<file path="config.mk">
export PLATFORM = sky130hd
export DESIGN_NAME = flopenr_32
export DESIGN_NICKNAME = d
export VERILOG_FILES = /design/src/rtl/flopenr_32.sv
export SDC_FILE = /design/constraint.sdc
export NUM_CORES = 1
export LEC_CHECK = 0
export BUFFER_PORTS_ARGS = -buffer_cell sky130_fd_sc_hd__buf_2
export CORE_MARGIN = 2
export CORE_UTILIZATION = 45
export DETAILED_ROUTE_END_ITERATION = 6
export MAX_ROUTING_LAYER = met4
export PLACE_DENSITY_LB_ADDON = 0.2
export SYNTH_ARGS = -nofsm -noshare
export SYNTH_HDL_FRONTEND = slang
export SYNTH_SLANG_ARGS = --single-unit
</file>
<file path="constraint.sdc">
create_clock -name clk -period 1.1 [get_ports clk]
set_input_delay 0.33 -clock clk [delete_from_list [all_inputs] [get_ports clk]]
set_output_delay 0.33 -clock clk [all_outputs]
set_load 0.1 [all_outputs]
</file>
<file path="src/rtl/flopenr_32.sv">
// Load-enabled register with asynchronous active-high reset; Q is purely registered.
// Optional FLOPENR_32_PARITY_EN adds a registered even-parity output Q_par.
module flopenr_32 #(
  parameter int               WIDTH       = 32,
  parameter logic [WIDTH-1:0] RESET_VALUE = '0
) (
  input  logic             clk,
  input  logic             reset,
  input  logic             E,
  input  logic [WIDTH-1:0] D,
  output logic [WIDTH-1:0] Q
`ifdef FLOPENR_32_PARITY_EN
  ,
  output logic             Q_par
`endif
);

  logic [WIDTH-1:0] q_q, q_d;

  // Only an enable of exactly 1 selects the new data; anything else holds.
  always_comb begin
    q_d = q_q;
    if (E == 1'b1) q_d = D;
  end

  always_ff @(posedge clk or posedge reset) begin
    if (reset) q_q <= RESET_VALUE;
    else       q_q <= q_d;
  end

  assign Q = q_q;

`ifdef FLOPENR_32_PARITY_EN
  function automatic logic even_parity(input logic [WIDTH-1:0] v);
    return ^v;
  endfunction

  logic par_q, par_d;

  // Parity is registered alongside the data so both change on the same edge.
  always_comb begin
    par_d = par_q;
    if (E == 1'b1) par_d = even_parity(D);
  end

  always_ff @(posedge clk or posedge reset) begin
    if (reset) par_q <= even_parity(RESET_VALUE);
    else       par_q <= par_d;
  end

  assign Q_par = par_q;
`endif

endmodule

</file>
==> summary.md, run 1 <==
The flow ran to the end, but the final reports show violations. The checks that failed: DRC, setup timing. The detailed router finished its first iteration with 23 violations. The sequential cell area fraction in the yosys report was 0.594; the total standard cell area after synthesis was 1350 µm². The routed via count divided by cell count came out at 4.72. For the pin with the worst max-slew slack, the measured transition is 237 ps. Measured along the x axis, the die boundary spans 58.7 µm. For the worst-skew pair, the clock arrives at the later sink with an insertion delay of 330 ps. The run gives 20 as the maximum number of pins on one net before global-route repair. The tools report the master cell of the clock root buffer as sky130_fd_sc_hd__clkbuf_4. For the DRC violation count after routing, the log shows 5. The share of synthesized flip-flops with an asynchronous set or reset works out to 1.00.

For the leakage dissipation, the log shows 1.15 nW. In this run, CTS created clock tree buffers numbering 5. The most common cell in the synthesized netlist is sky130_fd_sc_hd__dfrtp_1.

The part of the cycle the worst path needs was 1.17. The run gives 0 as the global route total overflow. In this run the standard cell core region covers 2810 µm². The tools report the starting density of the core as 0.481.

The number of antenna diodes in the final layout is 0. After legalization and detailed placement, the total HPWL measured 2060 µm. The wire length of the first global-routing pass was 4330 µm.

The biggest area contributor in the post-synthesis netlist is sky130_fd_sc_hd__dfrtp_1. The tools report the final design utilization as 0.844. Worst voltage drop across the vdd grid: 1300 µV. Summing all multi-input logic gate instances after layout gives 473 µm². The number of antenna violations at the first check in global routing was 0. TritonCTS built the clock tree. The tree built by TritonCTS fans out to 32 sinks.

Dividing the synthesized area by the synthesized cell count gives 19.5 µm². The overall track demand over capacity in global routing came out at 0.182. Counting instances in the post-synthesis netlist gives the leading cell types as sky130_fd_sc_hd__dfrtp_1, sky130_fd_sc_hd__mux2_4, sky130_fd_sc_hd__buf_12, sky130_fd_sc_hd__mux2_2. In the final timing run, aggregate negative setup slack is -5590 ps. Fmax: 778 MHz. Compared with the post-synthesis result, the final layout area differs by 75.6%. Final setup slack of the worst path: -186 ps. Setup repair after global routing could not meet its margin everywhere. The number of different library cells used by synthesis comes to 6.

The number of synthesized flops with an enable pin works out to 0. The worst min-delay path class is input port to register. The run gives 0 as the number of nets with antenna violations after routing. The tools report the number of endpoints with negative hold slack in the final report as 0. The startpoint type of the worst setup path was a register. In this run, placement finished with an instance count of 167.

The footprint of the flip-flops and latches was 841 µm². For this design, the slowest cell found on the critical path is sky130_fd_sc_hd__dfrtp_2. The congestion estimate from routability-driven global placement came to 0.679. The yosys synthesis warning count is 0.

The proportion of layout cells with a drive suffix above 1 came out at 0.980. The logs give 0 for the max-slew violation total from the final report and 19 for the site row count. The top-level port count is 67, and the worst clock skew is 0 ps. Number of nets in the synthesized netlist: 104.

The final route contains 863 vias. The signal on the critical path passes through buf_12. The maximum number of buffers from clock root to sink was 2.

The pre-antenna-repair detailed-routing pass consisted of 6 iterations. The critical setup path kind is register to output pin. The floorplan step defined a die boundary enclosing 3450 µm². The count of buffer and inverter cells on the critical path works out to 1. The final cell count without fillers was 183; the number of port buffers was 66. The worst endpoint data arrival time is 960 ps.

The smallest clock period supported by the final layout is computed as 1290 ps. Counting flops and latches in the post-synthesis netlist gives 32. For this run, the slowest stage of the critical path takes 440 ps. For this run, the post-layout net count is 186.

The register with the most flip-flops in the layout has 32 of them. The mean routed wirelength per cell is 15.4 µm. In this run the worst path has a maximum fanout of 2.

The worst setup path is captured at an output pin. The dominant synthesized flop cell is sky130_fd_sc_hd__dfrtp_1. Data on the critical path is required at its endpoint by 770 ps. Worst relative slew slack: 0.842. The aggregate routed wire length is 2830 µm.

The tools report the count of max-cap constraint violations as 0. For the final-report setup violation count, the log shows 32. The die height was 58.7 µm; the number of instances in the synthesized netlist was 69. After clock tree synthesis, the clock-pin slew on the worst setup and hold paths is 100 ps.

The area share of the largest cell type after synthesis is 0.594, and the total power divided by cell area is 1730 nW/µm². The filler cells instantiated in the layout total 147. Sorting the synthesized cells by area gives the leading types as sky130_fd_sc_hd__dfrtp_1, sky130_fd_sc_hd__mux2_4, sky130_fd_sc_hd__buf_12. Grouping stages by cell kind, the critical path spends the most delay in flip-flops.

CTS built an H-tree with a depth of 2. For the number of global-route vias before repair, the log shows 873.
[layout make-up]
class	count	share of cell area
inverters	1	0.00158
multi-input cells	32	0.200
repair buffers	79	0.395
flip-flops and latches	32	0.355
well taps	31	0.0164
clock buffers	6	0.0174
clock inverters	2	0.0148
[stage by stage]
step | worst slack (ps) | hold WS [ps] | instance area (µm²) | total power, W
3_3_place_gp | 5.44 | 356 | 2230 | 0.00320
4_1_cts | -210 | 195 | 2340 | 0.00413
6_report | -186 | 212 | 2370 | 0.00410
3_5_place_dp | -14.9 | 367 | 2230 | 0.00322
2_1_floorplan | 18.8 | 445 | 1390 | 0.00254
5_1_grt | -239 | 180 | 2370 | 0.00426
[routing by layer]
layer / part of all wire / global-route usage
met4: 0.015 / 0.0682
met3: 0.10 / 0.0791
met5: 0 / -
met2: 0.47 / 0.257
met1: 0.41 / 0.231
[path summary, 6_finish.rpt]
path                            startpoint    end  slack (ps)  depth (start not counted)
worst min-delay path                  D[4]   Q[4]         210                          2
min in group asynchronous            reset  Q[29]         570                          4
worst max register to register       Q[22]  Q[22]          40                          3
max in group asynchronous            reset   Q[5]         280                          4
worst min register to register        Q[3]   Q[3]         570                          1
worst max-delay path                 Q[13]  Q[13]        -190                          1
[cell usage in the layout (no fill, tap or decap)]
cell                             n
sky130_fd_sc_hd__buf_2          34
sky130_fd_sc_hd__buf_12         34
sky130_fd_sc_hd__dfrtp_2        32
sky130_fd_sc_hd__mux2_4         30
sky130_fd_sc_hd__buf_4          10
sky130_fd_sc_hd__clkbuf_4        5
sky130_fd_sc_hd__mux2_2          2
sky130_fd_sc_hd__inv_1           1
sky130_fd_sc_hd__bufinv_16       1
sky130_fd_sc_hd__clkbuf_1        1
sky130_fd_sc_hd__clkinv_2        1
sky130_fd_sc_hd__dlygate4sd3_1   1
[where the power goes]
group / internal (W) / switching [W]
clock: 0.000476 / 0.000396
sequential: 0.00132 / 0.000137
combinational: 0.000719 / 0.00106
[what timing repair did]
action | 4_1_cts | 5_1_grt
setup buffers | 3 | 4
hold buffers | 1 | 0
hold endpoints to repair | 13 | 0
pin swaps | 0 | 0
endpoints found under the setup margin | 32 | 32
resized for setup | 0 | 0
[cell families after synthesis]
logic type | count (synthesis) | synth area share
DFF | 32 | 0.594
muxes | 32 | 0.351
buffers and inverters | 5 | 0.0557
Note: power is estimated with default switching activity, not from simulation.
==> run 2, diff against run 1 <==
CORE_UTILIZATION = 48   (was 45)
CTS_CLUSTER_SIZE = 25   (was unset)
clock period = 1.6 ns   (was 1.1 ns; I/O delays follow)
==> run 2 against run 1 <==
Compared with the run above: the flow now finishes without violations; routed wire length is 12% lower; global-route usage is 0.61 points lower; clock skew stayed put; flip-flop and latch count stayed put; critical path type unchanged; highest routed layer unchanged.
==> summary.md, run 2 (synthesis results as in run 1) <==
The flow ran to the end, and the final reports show no timing, DRC or antenna violations. The fmax is 674 MHz. For this design, the CTS-stage hold fixing added 0 buffers. The worst stage delay on the critical path is 360 ps, and the maximum number of pins on one net before global-route repair is 33. Setup total negative slack on the finished layout was measured at 0 ps.

The routed layout has 826 vias. For this run, design rule violations remaining after detail routing come to 0. The critical setup path kind is register to output pin.

The clock arrives with 0 ps of skew. The met2 routing resource usage after global routing was 0.248; the clock latency of the later-clocked register in the worst-skew pair was 320 ps. The final layout contains 175 nets.

The floorplan has 19 rows. The clock-pin slew of the registers on the worst-case setup and hold paths is 90 ps, and the mean routed wirelength per cell is 14.6 µm. The pin slew with the least headroom to its limit was 393 ps; the number of antenna violations at the first check in global routing was 0. The layout has 214 filler cells. The iteration-0 DRC count of the detailed router came out at 18. Before antenna repair, the detailed router went through 4 iterations. The die height was 57.0 µm; the placed wire-length estimate was 1760 µm. After global routing the overflow that remains totals 0. The starting density of the core was 0.498; the count of buffer and inverter cells on the critical path was 1.

The logs give 5 for the number of buffers created by CTS and 3250 µm² for the area of the die. The first global-routing pass estimated 4110 µm of wire. The number of endpoints with negative hold slack in the final report is 0, and the global-route track usage on met3 is 0.0703. Setup violations remaining at the end of the flow were counted as 0. The overall track demand over capacity in global routing came out at 0.176. Final antenna diode count: 0.

The register with the most flip-flops in the layout has 32 of them. The library cells used most frequently in the layout, excluding fill and tap cells, are sky130_fd_sc_hd__buf_2, sky130_fd_sc_hd__dfrtp_1, sky130_fd_sc_hd__mux2_4. Setup repair after global routing left no endpoint under its margin.

The clock period could shrink to 1480 ps. The worst hold path belongs to the class input port to asynchronous set/reset pin. The routability congestion estimate from global placement is 0.666, and the count of max-cap constraint violations is 0. Once layout is done, the placed cells without fillers occupy 1820 µm². TritonCTS built the clock tree. Required time at the endpoint of the critical path: 1120 ps. The core region area is 2710 µm², and the maximum number of buffers from clock root to sink is 2. The family with the most delay on the worst path is flip-flops. STA classifies the critical path startpoint as a register. Using the TritonRoute via totals, the vias-per-cell ratio works out to 4.83. The slowest stage of the critical path is the sky130_fd_sc_hd__dfrtp_1 cell.

The proportion of layout cells with a drive suffix above 1 is 0.764, and the biggest fanout along the worst timing path is 2. The total power divided by cell area came out at 1320 nW/µm². The number of port buffers is 66. The number of levels in the clock H-tree is 2, and the part of the cycle the worst path needs is 0.927. The logs give 945 µV for the worst voltage drop across the vdd grid and 0.738 for the worst relative slew slack. During I/O placement, the number of pins put on the boundary was 67. The tools report the master cell of the clock root buffer as sky130_fd_sc_hd__clkbuf_4.

After global routing, the most crowded layer is met2. The number of global-route vias before repair was 855. Once placement finished, the instance area stood at 1670 µm².

Once detail routing completed, the nets flagged for antenna violations numbered 0. In this run the horizontal extent of the chip is 57.0 µm. Leaving out fill and tap cells, the most frequent cell in the layout is sky130_fd_sc_hd__buf_2.

For the aggregate routed wire length, the log shows 2500 µm. The logs give 0 for the max-slew violation total from the final report and 473 µm² for the footprint of the multi-input gates. In the final layout, flip-flops and latches occupy 801 µm².

Traced cell by cell, the critical path runs through clkbuf_4. Global routing usage on met1: 0.233. Summed over all cells, the static leakage comes to 0.972 nW.

Compared with the post-synthesis result, the final layout area differs by 34.9%. The logs give 0 for the total setup buffers inserted after CTS and 1000 ps for the worst endpoint data arrival time. For this design, the sink count on the clock tree is 32. STA classifies the critical path endpoint as an output pin.
-- run 2: per-layer routing --
| layer | vias to the layer above | routed length (µm) |
|---|---|---|
| li1 | 380 | - |
| met1 | 398 | 1060 |
| met2 | 42 | 1170 |
| met3 | 6 | 225 |
| met4 | 0 | 46 |
| met5 | - | 0 |
-- run 2: final timing paths --
kind	from	endpoint	slack (ps)	cells after the start
min	reset	Q[30]	220	3
max reg2reg	Q[30]	Q[30]	820	1
min reg2reg	Q[1]	Q[1]	510	1
max	Q[10]	Q[10]	120	1
min in group clk	D[28]	Q[28]	380	2
max in group asynchronous	reset	Q[6]	1090	3
-- run 2: through the flow --
stage               instances  utilization  hold WS, ps  setup slack, ps  power [W]
finish                    171        0.671          216              116    0.00240
global route              171        0.671          241             61.2    0.00250
CTS                       171        0.667          216             1.97    0.00242
detailed placement        164        0.618          489              280    0.00187
global placement          164        0.618          490              292    0.00186
floorplan                  69            -          596              222    0.00173
-- run 2: power by group --
part	switching [W]	leakage, nW	internal, W	total [W]
registers	0.0000466	0.374	0.000889	0.000936
clock network	0.000250	0.0374	0.000249	0.000499
logic	0.000715	0.560	0.000253	0.000968
-- run 2: layout make-up --
class	instances	share of cell area
Inverter	1	0.00206
Clock buffer	7	0.0358
Tap cell	31	0.0213
Multi-Input combinational cell	32	0.260
Timing Repair Buffer	68	0.241
Sequential cell	32	0.440
-- run 2: timing repair --
item / CTS / global route
setup endpoints to repair: 27 / 5
gates resized for setup: 27 / 5
endpoints found under the hold margin: 0 / 0
==> run 3, diff against run 2 <==
SETUP_SLACK_MARGIN = 0.3   (was unset)
==> run 3 against run 2 <==
Compared with the run above: clock skew unchanged; utilization increased by 17 points; fmax increased by 4.3%; register-to-register slack got worse by 280 ps; hold slack got worse by 200 ps; flip-flop and latch count unchanged; critical path type unchanged; combinational power increased by 24%; via count increased by 6.7%; sequential share of layout area decreased by 6.9 points; critical path depth unchanged; die area unchanged.
==> summary.md, run 3 (synthesis results as in run 1) <==
The floorplan die width was 57.0 µm; the worst relative slew slack was 0.757. The logs give 19 for the site row count and 179 for the final cell count without fillers. The logs give 3250 µm² for the area of the die and 0 for the number of nets with antenna violations after routing. The number of antenna violations at the first check in global routing came out at 0.

The run gives 0.0703 as the global-route track usage on met3. The max-slew violation total from the final report came out at 0. The master cell of the clock root buffer is sky130_fd_sc_hd__clkbuf_4. For this design the ratio of total power to cell area is 1140 nW/µm². The clock passes through at most 2 buffers. The clock period could shrink to 1420 ps. The number of global-route vias before repair is 1001, and the iteration-0 DRC count of the detailed router is 15. Core region area: 2710 µm². In the routed design, unresolved DRC markers number 0.

The H-tree was split into 2 levels. The run finished with clean final reports. The worst voltage drop across the vdd grid is 1030 µV, and the maximum number of pins on one net before global-route repair is 30.

The proportion of layout cells with a drive suffix above 1 is 0.993. The critical path goes through buf_12. The logs give 0.498 for the starting density of the core and 4840 µm for the wire length of the first global-routing pass. The largest single stage delay on the critical path is 450 ps. 0 antenna diodes ended up in the layout. Critical setup path kind: register to output pin. The clock-pin slew of the registers on the worst-case setup and hold paths was 90 ps.

The logs give 67 for the top-level port count and 257 ps for the pre-CTS worst setup slack. For the final setup slack of the worst path, the log shows 177 ps. The worst register-to-register path begins at Q[23]. The fmax was 703 MHz.

The worst setup path is captured at an output pin. The startpoint of the most critical setup path was Q[24]. Leaving out fill and tap cells, the most frequent cell in the layout is sky130_fd_sc_hd__buf_2.

Family with the most delay on the worst path: flip-flops. The number of endpoints with negative hold slack in the final report is 0, and the mean routed wirelength per cell is 18.1 µm. The part of the cycle the worst path needs works out to 0.889. The overall track demand over capacity in global routing was 0.210. For the final database, setup skew stands at 0 ps. The area growth from synthesis to layout is 68.1%.

The logs give 841 µm² for the footprint of the flip-flops and latches and 0.00107 W for the reported net switching power. In this run the static leakage power is 1.11 nW. Layer with the highest usage: met2. The part of the total power dissipated in combinational logic was 0.465. The setup slack on the worst flop-to-flop path was 540 ps. TritonCTS built the clock tree. The cell at the slowest stage of the critical path is sky130_fd_sc_hd__dfrtp_2. The routability congestion estimate from global placement is 0.682. The run gives 0 as the final-report setup violation count. The tools report the placed wire-length estimate as 1820 µm.

The footprint of the multi-input gates is 473 µm². In this run, placement finished with an instance count of 165. The tools report the number of buffers created by CTS as 5. The detailed router placed 881 vias in this run. The detailed-routing iteration count for the pre-antenna-repair pass was 3. Fill cells in the final layout number 142. The logs give 1120 ps for the required time at the endpoint of the critical path and 0.150 for the share of power burned in the clock network. Setup repair after global routing could not meet its margin everywhere. Buffers placed on the I/O ports in this run total 66.

Number of clock sinks: 32. The tools report the clock latency of the later-clocked register in the worst-skew pair as 310 ps. Die height: 57.0 µm. The global routing usage on met1 was 0.249; the switching share of power was 0.412. Data arrives at the worst endpoint at 940 ps.

The biggest fanout along the worst timing path was 2. The routed design has 3250 µm of wire. In this run the worst hold path is classified as input port to asynchronous set/reset pin. The register with the most flip-flops in the layout has 32 of them. Leaving out fill and tap cells, the most frequent cells in the layout are sky130_fd_sc_hd__buf_2, sky130_fd_sc_hd__dfrtp_2, sky130_fd_sc_hd__mux2_4. Part of the power in registers: 0.385.

At the pin with the least slew margin, the transition time is 365 ps. Across the run, the number of max-cap violations was 0. In the final design database the tool counted 185 nets. The tools report the cell-internal power as 0.00152 W.

The met2 routing resource usage after global routing was 0.333; the global route total overflow was 0. The routed via count divided by cell count was 4.92; the summed negative setup slack over all endpoints was 0 ps. STA classifies the critical path startpoint as a register.

The count of buffer and inverter cells on the critical path works out to 1.
==> run 3: cell types whose count changed in the layout (fill, tap and decap cells not counted) <==
| cell | before | now |
|---|---|---|
| sky130_fd_sc_hd__buf_6 | 0 | 4 |
| sky130_fd_sc_hd__buf_12 | 1 | 28 |
| sky130_fd_sc_hd__buf_8 | 0 | 1 |
| sky130_fd_sc_hd__clkbuf_4 | 10 | 5 |
| sky130_fd_sc_hd__dfrtp_1 | 32 | 0 |
| sky130_fd_sc_hd__clkbuf_8 | 2 | 0 |
| sky130_fd_sc_hd__buf_4 | 28 | 11 |
| sky130_fd_sc_hd__dfrtp_2 | 0 | 32 |
==> run 3: area by class of cell <==
class	count	area share
repair buffers	78	0.385
well taps	31	0.0171
inverters	1	0.00166
clock buffers	5	0.0166
flip-flops and latches	32	0.371
multi-input cells	32	0.209
==> run 3: final timing paths <==
path | endpoint | depth (start not counted)
min in group clk | Q[3] | 2
worst max register to register | Q[23] | 3
worst max-delay path | Q[24] | 1
max in group asynchronous | Q[22] | 3
worst min register to register | Q[27] | 1
worst min-delay path | Q[2] | 2
==> run 3: timing repair <==
action / 4_1_cts / 5_1_grt
endpoints found under the setup margin: 32 / 32
cloned: 0 / 0
hold buffers: 0 / 0
setup buffers: 5 / 4
resized for setup: 96 / 23
==> run 3: stage by stage <==
step	utilization	hold WS [ps]	total power (W)	instance area, µm²
finish	0.837	13.8	0.00259	2270
floorplan	-	595	0.00174	1390
CTS	0.789	5.41	0.00251	2140
detailed placement	0.635	354	0.00189	1720
global route	0.837	7.61	0.00268	2270
global placement	0.635	354	0.00188	1720
==> run 3: power by group through the flow <==
stage	clock network, W	registers [W]	logic, W
after floorplan	0	0.00156	0.000178
after global placement	0	0.000958	0.000919
after detailed placement	0	0.000961	0.000927
after CTS	0.000399	0.000982	0.00113
after global routing	0.000444	0.00101	0.00123
final	0.000389	0.000998	0.00120
==> run 3: layer usage <==
metal  wire, µm  vias to the layer above
li1           -                      395
met1       1220                      436
met2       1740                       44
met3        240                        6
met4         46                        0
met5          0                        -
